<file path="src/rtl/ascon_pkg.sv">
// Shared definitions for the Wishbone front end of the ASCON block:
// register offsets, register bit positions, bus FSM states and address decode.
package ascon_pkg;

  localparam logic [7:0] OFF_CTRL    = 8'h80;
  localparam logic [7:0] OFF_STATUS  = 8'h84;
  localparam logic [7:0] OFF_DATALEN = 8'h88;

  localparam int CTRL_START = 0;
  localparam int CTRL_IE    = 1;

  localparam int STAT_BUSY = 0;
  localparam int STAT_DONE = 1;
  localparam int STAT_ERR  = 2;

  localparam logic [7:0] DATALEN_MAX = 8'h80;
  localparam logic [3:0] SEL_FULL    = 4'hF;

  typedef enum logic [1:0] {
    S_IDLE   = 2'd0,
    S_MEM_RD = 2'd1,
    S_ACK    = 2'd2
  } wb_state_e;

  typedef enum logic [2:0] {
    R_MEM      = 3'd0,
    R_CTRL     = 3'd1,
    R_STATUS   = 3'd2,
    R_DATALEN  = 3'd3,
    R_UNMAPPED = 3'd4
  } region_e;

  // Lower half of the window is the message memory; registers sit at exact offsets.
  function automatic region_e decode_region(input logic [7:0] off);
    region_e r;
    if (!off[7]) begin
      r = R_MEM;
    end else begin
      case (off)
        OFF_CTRL:    r = R_CTRL;
        OFF_STATUS:  r = R_STATUS;
        OFF_DATALEN: r = R_DATALEN;
        default:     r = R_UNMAPPED;
      endcase
    end
    return r;
  endfunction

endpackage

</file>
<file path="src/rtl/wb_regfile.sv">
// Control/status register file: START/IE, sticky DONE/ERR, message length,
// the busy flag that fences off memory access, and the interrupt line.
module wb_regfile
  import ascon_pkg::*;
(
  input  logic        clk,
  input  logic        RST,
  input  logic        wr_en,
  input  region_e     region,
  input  logic [7:0]  wdata,
  input  logic        core_done,
  output logic [31:0] rdata,
  output logic        busy,
  output logic [7:0]  datalen,
  output logic        irq
);

  logic ie;
  logic done;
  logic err;

  logic start;
  logic len_ok;
  logic start_ok;
  logic start_bad;
  logic finish;
  logic w1c_done;
  logic w1c_err;

  always_comb begin
    start     = wr_en && (region == R_CTRL) && wdata[CTRL_START];
    len_ok    = (datalen != 8'd0) && (datalen <= DATALEN_MAX);
    start_ok  = start && !busy && len_ok;
    start_bad = start && !busy && !len_ok;
    finish    = core_done && busy;
    w1c_done  = wr_en && (region == R_STATUS) && wdata[STAT_DONE];
    w1c_err   = wr_en && (region == R_STATUS) && wdata[STAT_ERR];
  end

  // A finishing core outranks a same-cycle W1C so a completion is never lost.
  always_ff @(posedge clk or posedge RST) begin
    if (RST) begin
      busy    <= 1'b0;
      done    <= 1'b0;
      err     <= 1'b0;
      ie      <= 1'b0;
      datalen <= 8'd0;
    end else begin
      if (start_ok) begin
        busy <= 1'b1;
      end else if (finish) begin
        busy <= 1'b0;
      end

      if (finish) begin
        done <= 1'b1;
      end else if (start_ok || w1c_done) begin
        done <= 1'b0;
      end

      if (start_bad) begin
        err <= 1'b1;
      end else if (start_ok || w1c_err) begin
        err <= 1'b0;
      end

      if (wr_en && (region == R_CTRL)) begin
        ie <= wdata[CTRL_IE];
      end

      if (wr_en && (region == R_DATALEN) && !busy) begin
        datalen <= wdata;
      end
    end
  end

  always_comb begin
    rdata = 32'd0;
    case (region)
      R_CTRL:    rdata[CTRL_IE] = ie;
      R_STATUS: begin
        rdata[STAT_BUSY] = busy;
        rdata[STAT_DONE] = done;
        rdata[STAT_ERR]  = err;
      end
      R_DATALEN: rdata[7:0] = datalen;
      default:   rdata = 32'd0;
    endcase
  end

  assign irq = done & ie;

endmodule

</file>
<file path="src/rtl/wb_frontend.sv">
// Wishbone classic slave for the ASCON block: decodes a 256-byte window into
// message memory and control registers, and sequences single-cycle acks.
module wb_frontend
  import ascon_pkg::*;
#(
  parameter logic [31:0] BASE_ADDR = 32'h3000_0000
) (
  input  logic        clk,
  input  logic        RST,
  input  logic        wbs_cyc_i,
  input  logic        wbs_stb_i,
  input  logic        wbs_we_i,
  input  logic [3:0]  wbs_sel_i,
  input  logic [31:0] wbs_adr_i,
  input  logic [31:0] wbs_dat_i,
  output logic        wbs_ack_o,
  output logic [31:0] wbs_dat_o,
  output logic        wb_we,
  output logic [4:0]  wb_addr,
  output logic [31:0] datain_wb,
  input  logic [31:0] mem_dataout,
  output logic        busy,
  output logic [7:0]  datalen,
  input  logic        core_done,
  output logic        irq,
  output wb_state_e   fsm_state
);

  // Handshake: a request is valid while cyc&stb are high and is taken only
  // in IDLE; the master holds it until wbs_ack_o, which is high for exactly
  // one cycle (the ACK state), after which the FSM is ready again.

  wb_state_e   state;
  wb_state_e   state_nx;
  logic [31:0] offset;
  logic        in_win;
  region_e     region;
  logic        accept;
  logic        is_mem;
  logic        mem_rd_go;
  logic        mem_wr_go;
  logic        reg_wr;
  logic [4:0]  rd_word;
  logic [31:0] reg_rdata;

  always_comb begin
    offset    = wbs_adr_i - BASE_ADDR;
    in_win    = (offset[31:8] == 24'd0);
    region    = decode_region(offset[7:0]);
    accept    = !RST && wbs_cyc_i && wbs_stb_i && in_win && (state == S_IDLE);
    is_mem    = (region == R_MEM);
    mem_rd_go = accept && is_mem && !wbs_we_i && !busy;
    mem_wr_go = accept && is_mem && wbs_we_i && !busy && (wbs_sel_i == SEL_FULL);
    reg_wr    = accept && wbs_we_i && !is_mem;
  end

  always_comb begin
    state_nx  = state;
    wb_we     = 1'b1;
    wb_addr   = 5'd0;
    datain_wb = 32'd0;
    case (state)
      S_IDLE: begin
        if (accept) begin
          state_nx = mem_rd_go ? S_MEM_RD : S_ACK;
        end
        if (mem_wr_go) begin
          wb_we     = 1'b0;
          wb_addr   = offset[6:2];
          datain_wb = wbs_dat_i;
        end else if (mem_rd_go) begin
          wb_addr = offset[6:2];
        end
      end
      S_MEM_RD: begin
        state_nx = S_ACK;
        wb_addr  = rd_word;
      end
      S_ACK:   state_nx = S_IDLE;
      default: state_nx = S_IDLE;
    endcase
  end

  always_ff @(posedge clk or posedge RST) begin
    if (RST) begin
      state     <= S_IDLE;
      rd_word   <= 5'd0;
      wbs_dat_o <= 32'd0;
    end else begin
      state <= state_nx;
      if (mem_rd_go) begin
        rd_word <= offset[6:2];
      end
      // Memory data arrives one cycle after the address; dropped reads return zero.
      if (state == S_MEM_RD) begin
        wbs_dat_o <= mem_dataout;
      end else if (accept && !wbs_we_i && !mem_rd_go) begin
        wbs_dat_o <= is_mem ? 32'd0 : reg_rdata;
      end
    end
  end

  assign wbs_ack_o = (state == S_ACK);
  assign fsm_state = state;

  wb_regfile u_regfile (
    .clk       (clk),
    .RST       (RST),
    .wr_en     (reg_wr),
    .region    (region),
    .wdata     (wbs_dat_i[7:0]),
    .core_done (core_done),
    .rdata     (reg_rdata),
    .busy      (busy),
    .datalen   (datalen),
    .irq       (irq)
  );

endmodule

</file>
<file path="config.mk">
export PLATFORM = sky130hd
export DESIGN_NAME = wb_frontend
export DESIGN_NICKNAME = d
export VERILOG_FILES = /design/src/rtl/ascon_pkg.sv /design/src/rtl/wb_regfile.sv /design/src/rtl/wb_frontend.sv
export SDC_FILE = /design/constraint.sdc
export NUM_CORES = 1
export LEC_CHECK = 0
export CELL_PAD_IN_SITES_DETAIL_PLACEMENT = 0
export CELL_PAD_IN_SITES_GLOBAL_PLACEMENT = 1
export CORE_MARGIN = 4
export CORE_UTILIZATION = 26
export CTS_CLUSTER_DIAMETER = 40
export DETAILED_ROUTE_END_ITERATION = 12
export PLACE_DENSITY_LB_ADDON = 0.1
export SYNTH_ARGS = -nofsm -noshare
export SYNTH_HDL_FRONTEND = slang
export SYNTH_SLANG_ARGS = --single-unit
</file>
<file path="constraint.sdc">
create_clock -name clk -period 3 [get_ports clk]
set_clock_uncertainty 0.1 [all_clocks]
set_input_delay 0.6 -clock clk [delete_from_list [all_inputs] [get_ports clk]]
set_output_delay 0.6 -clock clk [all_outputs]
set_load 0.05 [all_outputs]
</file>
Yosys cells after proc, flatten, opt, wreduce, memory -nomap -nowiden
Cells that the tools add are included.

$add $sub $neg: 1. $lt $le $gt $ge: 1. Equality and inequality tests: 10. Mux-type cells: 25. Bitwise logic cells: 1. Reduce and logical (&&, ||, !) cells: 42.

Operators by type and width (number): $mux W32 (4); $sub A32 B30 Y32 const B (1); $logic_and A1 B1 Y1 (26); $eq A8 B8 Y1 const B (3); $logic_not A24 Y1 (1); $mux W5 (3); $pmux W5 S2 (1); $pmux W3 S3 (1); $le A8 B8 Y1 const B (1); $mux W1 (8); $mux W8 (1); $reduce_bool A2 Y1 (4); $reduce_bool A8 Y1 (1); $eq A3 B2 Y1 const B (2); $logic_not A1 Y1 (6); $eq A4 B4 Y1 const B (1); $mux W2 (2); $pmux W1 S2 (2); $pmux W2 S2 (1); $eq A3 B1 Y1 const B (1); $logic_not A3 Y1 (1); $mux W3 (1); $pmux W1 S3 (1); $eq A2 B1 Y1 const B (1); other kinds (5) (6).

Bits in registers: 51. Output and inout port bits: 83. Logic and storage cells: 88.

Depth between registers and ports, before layout
Gate-level depths: netlist of run 1.

Depth after elaboration: 14. Gate-level depth with buffers: 6. Gate-level depth less buffers: 4.

Cells and area by module
From an unflattened synthesis of run 1, not the netlist that was laid out.

Cell total of the unflattened synthesis: 291. Area, all modules: 3000.4 um^2.

Modules (own cells, without submodules): wb_frontend (instances 1, cells an instance 209, area an instance 2175.8 um^2, sequential area each 975.9 um^2); wb_regfile (instances 1, cells an instance 82, area an instance 824.5 um^2, sequential area each 300.3 um^2).

Worst setup path before layout of run 1
OpenSTA, ideal clock, no wires.

Kind: input to output. From: input port wbs_adr_i[25]. To: output port datain_wb[22]. Arrival: 2.166 ns. Data required time: 2.300 ns. Path slack: 0.134 ns. Cell stages on the path: 5. Buffers on the path: 1. Cells stage by stage: nor4_1 nand3_2 nor4_4 clkbuf_2 and2_1.

Word-level cells in the longest chain between the ends: 10.

RTL lines: start, declared (line wb_frontend.sv:14) `input logic [31:0] wbs_adr_i,`; $sub A32 B30 Y32 (line wb_frontend.sv:47) `offset = wbs_adr_i - BASE_ADDR;`; $logic_not A24 Y1 (line wb_frontend.sv:48) `in_win = (offset[31:8] == 24'd0);`; $logic_and A1 B1 Y1 (2 in series) (line wb_frontend.sv:50) `accept = !RST && wbs_cyc_i && wbs_stb_i && in_win && (state == S_IDLE);`; $logic_and A1 B1 Y1 (4 in series) (line wb_frontend.sv:53) `mem_wr_go = accept && is_mem && wbs_we_i && !busy && (wbs_sel_i == SEL_FULL);`; $mux W32 (line wb_frontend.sv:67) `if (mem_wr_go) begin`; $mux W32 (line wb_frontend.sv:62) `case (state)`; end, declared (line wb_frontend.sv:20) `output logic [31:0] datain_wb,`.

Every way passes these cells.

Worst setup path in the final report of run 1
From: input port wbs_adr_i[7]. To: output port datain_wb[11].

Word-level cells in the longest chain between the ends: 11. Elaborated cells between the ends (all ways): 16. Those cells by class: add/sub: 1; eq/ne: 3; mux: 4; reduce/logical: 8.

RTL lines: $sub A32 B30 Y32 (*) (line wb_frontend.sv:47); $eq A8 B8 Y1 (line ascon_pkg.sv:39) `case (off)`; $pmux W3 S3 (line ascon_pkg.sv:39); $mux W3 (line ascon_pkg.sv:36) `if (!off[7]) begin`; $logic_not A3 Y1 (line wb_frontend.sv:51) `is_mem = (region == R_MEM);`; $logic_and A1 B1 Y1 (*) (4 in series) (line wb_frontend.sv:53); $mux W32 (*) (line wb_frontend.sv:67); $mux W32 (*) (line wb_frontend.sv:62).

Mark *: on every way between the ends. The rest lies on a longest branch, timed or not.

==> out/qor.csv, run 1 <==
stage;metric;value;unit
placement;dp_slack;-0.1892;ns
final_layout;final_util;55.10;%
critical_path;r2r_setup_slack;0.76;ns
yosys;synth_edf_count;0;
hold_path;holdPathStages;1;
hold_path;hp-class;reg -> reg;
placement;gp_congestion;0.7872;
clock_network;holdBufCountCts;0;
detailed_routing;top_layer_used;met4;
critical_path;crit_start;wbs_adr_i[7];
critical_path;r2r-end;wbs_dat_o[1]$_DFFE_PP0P_;
yosys;syn_avg_cell_area;11.73;µm²
yosys;ys_ff_latch;51;
timing;hold_ws;0.4019;ns
timing;period_needed;2.933;ns
clock_network;cts_buffers;5;
clock_network;cts_tree;done;
floorplan;fp.coreArea;10280;µm²
power;power_density;241.6;nW/µm²
job;maxCapViolCount;0;
detailed_routing;drc;0;
timing;maxSlewHeadroom;62.60;%
detailed_routing;drt-vias-per-instance;4.692;
timing;finalHoldViolations;0;
hold_path;hold_end;wbs_dat_o[10]$_DFFE_PP0P_;
status;outcome;completed;
critical_path;cp_data_required_time;2.30;ns
detailed_routing;wirelength;9.966;mm
final_layout;nFillCells;953;
placement;numPortBuffers;188;
final_layout;final_net_count;556;
timing;tns;0;ns
timing;fin_ws;0.06729;ns
yosys;ys_types;45;
critical_path;cp_max_fo;8;
clock_network;clkLatencyLatePin;0.29;ns
final_layout;syn2layout_area_growth;107.2;%
global_routing;grt.overflow.total;0;
final_layout;mostFrequentLayoutCell;clkdlybuf4s50_1;
global_routing;grt_pass1_vias;2877;
detailed_routing;wl_met3;654;µm
yosys;async_flop_share;100.0;%
timing;slew_violations;0;
clock_network;clock-sinks;51;
hold_path;hp-start;wbs_dat_o[10]$_DFFE_PP0P_;
clock_network;cts_max_level;2;
global_routing;grt_max_degree;33;
floorplan;rows;37;
global_routing;grt_pass1_wl;15.37;mm
global_routing;antenna_found_initial;0;
detailed_routing;wl_per_cell;16.98;µm
power;leakagePower;2.506;nW
timing;tightestPinTransition;0.5603;ns
final_layout;drive_above_1_share;34.59;%
critical_path;cp.arrival;2.23;ns
power;vdd.ir_drop.worst;188.5;µV
timing;setup_viol;0;
clock_network;cts-root-buf;clkbuf_8;
floorplan;fp.dieW;110.5;µm
critical_path;rr_worst_depth;7;
final_layout;layout_common_cells;118 x clkdlybuf4s50_1, 51 x dfrtp_1, 39 x buf_12, 32 x and2_4, 30 x a22o_1;
timing;period_share;97.76;%
detailed_routing;wl_met1;4.137;mm
final_layout;antennaDiodeCount;0;
timing;maxClockFrequency;341.0;MHz
yosys;syn_inst;233;
global_routing;grt_usage;15.34;%
clock_network;path_clk_slew;0.09;ns
clock_network;cts_buffer_depth;2;
yosys;syn-num-nets;339;
critical_path;crit_path_end_kind;primary output;
detailed_routing;firstDrtPassIters;4;
placement;hpwlAfterDp;7.547;mm
detailed_routing;drtIter0Drc;121;
yosys;ys_warn_count;0;
power;finalPower;0.001368;W
critical_path;worstReg2RegStart;fsm_state[1]$_DFFE_PP0P_;
floorplan;dieArea;12210;µm²
critical_path;crit_path_start_kind;input port;
detailed_routing;vias;2754;
critical_path;path_class;in -> out;
detailed_routing;routed-wl-met2;5.138;mm
detailed_routing;ant_nets;0;
yosys;ys.flop_type;dfrtp_1;
floorplan;start_util;26.59;%
yosys;syn_area;2733;µm²
yosys;ys_seq_area_share;46.70;%
floorplan;ioPinCount;189;
floorplan;die_h;110.5;µm
report_power, final:
part | internal, W | switching, W
logic | 0.000134 | 0.0000645
registers | 0.000687 | 0.0000000000316
clock network | 0.000249 | 0.000234
critical path: stages:
cell	delay (ns)
clkdlybuf4s50_1	0.42
or2_4	0.26
nor4_4	0.32
buf_4	0.20
clkbuf_16	0.15
and2_4	0.15
buf_12	0.13
timing repair:
item                       CTS  global route
setup endpoints to repair   38            38
resized for setup           68            25
pin swaps                   13            14
buffers inserted             6             6
cloned                       2             2
how the worst max path moves through the flow:
stage | end | cells past startpoint | slack, ns
6_report | datain_wb[11] | 7 | 0.07
2_1_floorplan | datain_wb[22] | 5 | 0.13
3_5_place_dp | datain_wb[5] | 8 | -0.19
3_3_place_gp | datain_wb[3] | 8 | -0.18
5_1_grt | datain_wb[28] | 7 | -0.00007
4_1_cts | datain_wb[5] | 8 | 0.01
cell usage after synthesis (4+ instances only):
master	instances	area, µm²
nand4_1	5	31.28
nand2_1	9	33.78
inv_1	8	30.03
clkbuf_1	5	18.77
dfrtp_1	51	1276
o22ai_1	5	31.28
nor4b_4	4	95.09
mux2i_1	6	60.06
a22o_1	30	262.8
and2_1	34	212.7
and3_1	4	25.02
nor2b_1	5	31.28
mux2_2	14	157.7
per-layer routing:
metal  vias to the layer above  track usage (%)
li1                       1311                -
met1                      1340            19.28
met5                         -                0
met3                         4            4.767
met4                         0            1.888
met2                        99            26.58
metrics by stage:
| stage | area (µm²) | instances |
|---|---|---|
| finish | 5663 | 587 |
| global route | 5663 | 587 |
| CTS | 5557 | 579 |
| detailed placement | 5256 | 563 |
| global placement | 5256 | 563 |
| floorplan | 2733 | 233 |
logic make-up (layout without fill, tap and decap cells):
| logic type | after synthesis | after routing | synth area share (%) |
|---|---|---|---|
| and+or+nand+nor | 91 | 91 | 26.10 |
| DFF | 51 | 51 | 46.70 |
| AOI/OAI and AO/OA | 49 | 49 | 15.20 |
| buffers and inverters | 21 | 239 | 3.709 |
| muxes | 20 | 20 | 7.967 |
| xor gates and xnor gates | 1 | 1 | 0.3206 |
cell type report:
cell class | instances | area [µm²] | share of cell area (%)
clock buffers | 5 | 68.82 | 1.215
clock inverters | 3 | 43.79 | 0.7733
inverters | 8 | 30.03 | 0.5303
multi-input cells | 161 | 1491 | 26.34
flip-flops and latches | 51 | 1276 | 22.54
well taps | 136 | 170.2 | 3.005
repair buffers | 223 | 2582 | 45.60
state kept, by name (all words and copies together), names as in the netlist:
name and cells:
u_regfile.busy 1, u_regfile.err 1, u_regfile.ie 1, rd_word 5, u_regfile.done 1, fsm_state 2, u_regfile.datalen 8, wbs_dat_o 32
(Power assumes the default switching activity.)
==> run 2, diff against run 1 <==
--- a/config.mk
+++ b/config.mk
@@ -11,7 +11,7 @@
 export CORE_UTILIZATION = 26
 export CTS_CLUSTER_DIAMETER = 40
 export DETAILED_ROUTE_END_ITERATION = 12
-export PLACE_DENSITY_LB_ADDON = 0.1
+export PLACE_DENSITY_LB_ADDON = 0.12
 export SYNTH_ARGS = -nofsm -noshare
 export SYNTH_HDL_FRONTEND = slang
 export SYNTH_SLANG_ARGS = --single-unit
==> constraint.sdc (replaced) <==
create_clock -name clk -period 2.7 [get_ports clk]
set_clock_uncertainty 0.1 [all_clocks]
set_input_delay 0.54 -clock clk [delete_from_list [all_inputs] [get_ports clk]]
set_output_delay 0.54 -clock clk [all_outputs]
set_load 0.05 [all_outputs]
==> out/qor.csv, run 2 (synthesis gave the netlist of run 1 again) <==
stage;metric;value;unit
job;maxCapViolCount;0;
power;vdd.ir_drop.worst;319.4;µV
critical_path;cp_slowest_cell;nor4b_4;
critical_path;crit_path_start_kind;input port;
final_layout;final_net_count;553;
critical_path;rr_worst_depth;6;
hold_path;hp-start;wbs_dat_o[23]$_DFFE_PP0P_;
timing;finalHoldViolations;0;
status;violations;negative setup slack;
final_layout;top_register;wbs_dat_o;
global_routing;grt_pass1_vias;2874;
hold_path;hold_end;wbs_dat_o[23]$_DFFE_PP0P_;
global_routing;use_met3;5.205;%
detailed_routing;ant_nets;0;
global_routing;met1_usage;18.93;%
clock_network;cts-root-buf;clkbuf_8;
detailed_routing;firstDrtPassIters;4;
critical_path;cp_cell_sequence;buf_6 > nor4b_4 > nand4_4 > nor4_4 > buf_6 > clkbuf_16 > and2_2 > buf_12;
floorplan;fp.dieW;110.5;µm
timing;setup_viol;10;
placement;gp_congestion;0.7552;
critical_path;r2r-end;rd_word[3]$_DFFE_PP0N_;
critical_path;cp_slowest_stage_delay;0.34;ns
hold_path;holdPathStages;1;
clock_network;cts_buffer_depth;2;
clock_network;cts_tree;done;
floorplan;fp.coreArea;10280;µm²
final_layout;antennaDiodeCount;0;
placement;placed_area;5328;µm²
final_layout;syn2layout_area_growth;104.3;%
global_routing;met2_usage;27.18;%
detailed_routing;wl_per_cell;16.77;µm
timing;period_needed;2.726;ns
timing;fin_ws;-0.02642;ns
floorplan;ioPinCount;189;
placement;hpwlAfterDp;7.775;mm
clock_network;cts_max_level;2;
timing;tightestPinTransition;0.5726;ns
final_layout;layout_common_cells;117 x clkdlybuf4s50_1, 50 x dfrtp_1, 38 x buf_12, 30 x a22o_1, 27 x and2_4;
status;outcome;complete, but fails checks;
critical_path;worstSetupPathDepth;8;
final_layout;final_util;54.33;%
clock_network;clock-sinks;51;
detailed_routing;drt-vias-per-instance;4.623;
critical_path;cp.arrival;2.09;ns
clock_network;clkLatencyLatePin;0.30;ns
detailed_routing;vias;2700;
critical_path;cp_data_required_time;2.06;ns
critical_path;path_buf_inv;4;
timing;slew_violations;0;
final_layout;drive_above_1_share;36.16;%
critical_path;r2r_setup_slack;0.66;ns
global_routing;grt_pass1_wl;15.55;mm
final_layout;mostFrequentLayoutCell;clkdlybuf4s50_1;
global_routing;antenna_found_initial;0;
critical_path;cpMostUsedCell;buf_6;
floorplan;start_util;26.59;%
floorplan;rows;37;
critical_path;crit_path_end_kind;primary output;
hold_path;hp-class;reg -> reg;
detailed_routing;drtIter0Drc;114;
power;power_density;273.0;nW/µm²
power;leakagePower;2.425;nW
timing;hold_ws;0.4072;ns
global_routing;grt.overflow.total;0;
critical_path;worstReg2RegStart;u_regfile.busy$_DFFE_PP0P_;
final_layout;largest_register_ffs;32;
timing;maxSlewHeadroom;61.77;%
critical_path;cp_max_fo;8;
global_routing;busiest_layer;met2;
critical_path;critPathTopFamily;simple AND/OR/NAND/NOR gates;
final_layout;largest_registers;wbs_dat_o (32), u_regfile.datalen (8), rd_word (5);
critical_path;path_class;in -> out;
final_layout;design_area;5584;µm²
timing;rsz0062_at_grt;yes;
timing;period_share;101.0;%
clock_network;cts_buffers;5;
detailed_routing;drc;0;
floorplan;dieArea;12210;µm²
timing;maxClockFrequency;366.8;MHz
global_routing;grt_usage;15.57;%
global_routing;grt_max_degree;33;
detailed_routing;wirelength;9.796;mm
clock_network;path_clk_slew;0.10;ns
placement;numPortBuffers;188;
floorplan;die_h;110.5;µm
==> run 2: what timing repair did <==
action | CTS | global route
buffers inserted | 2 | 1
resized for setup | 107 | 21
setup endpoints to repair | 38 | 38
pin swaps | 17 | 17
gates cloned | 1 | 2
hold buffers | 0 | 0
==> run 2: final cells by class <==
type	instances	area, µm²
Fill cell	914	4693
Timing Repair Buffer	220	2527
Multi-Input combinational cell	161	1464
Sequential cell	51	1277
Tap cell	136	170.2
Clock buffer	5	68.82
Clock inverter	3	46.29
Inverter	8	30.03
==> run 2: worst max path at each step <==
stage / startpoint / end / slack [ns]
detailed placement: wbs_adr_i[9] / wb_addr[4] / -0.37
global route: wbs_adr_i[8] / datain_wb[2] / -0.12
floorplan: wbs_adr_i[25] / wb_addr[0] / 0.02
finish: wbs_adr_i[8] / datain_wb[17] / -0.03
CTS: wbs_adr_i[24] / datain_wb[24] / -0.03
global placement: wbs_adr_i[11] / wb_addr[1] / -0.34
==> run 2: routing by layer <==
metal | vias up | share of wire [%]
li1 | 1302 | -
met1 | 1311 | 40
met2 | 83 | 53
met3 | 4 | 6.5
met4 | 0 | 0.66
met5 | - | 0
==> run 2: worst register-to-register path, stage by stage, from the launching register on <==
cell and delay [ns]:
dfrtp_1 0.47, or2_4 0.30, buf_6 0.12, buf_4 0.14
nor4_4 0.28, buf_4 0.19, mux2_2 0.33
==> run 2: metrics by stage <==
step | total power [W] | worst slack (ns) | TNS (ns) | std cells
2_1_floorplan | 0.0008183 | 0.02334 | 0 | 233
4_1_cts | 0.001537 | -0.02507 | -0.2815 | 581
3_3_place_gp | 0.001000 | -0.3356 | -12.05 | 570
6_report | 0.001524 | -0.02642 | -0.1328 | 584
5_1_grt | 0.001586 | -0.1183 | -2.875 | 584
3_5_place_dp | 0.001002 | -0.3653 | -14.30 | 570
==> run 2: where the power goes <==
group            switching [W]  leakage, nW  internal [W]
logic                0.0000688         1.66      0.000148
registers      0.0000000000364        0.706      0.000763
clock network         0.000265       0.0548      0.000280
total                 0.000334         2.43       0.00119
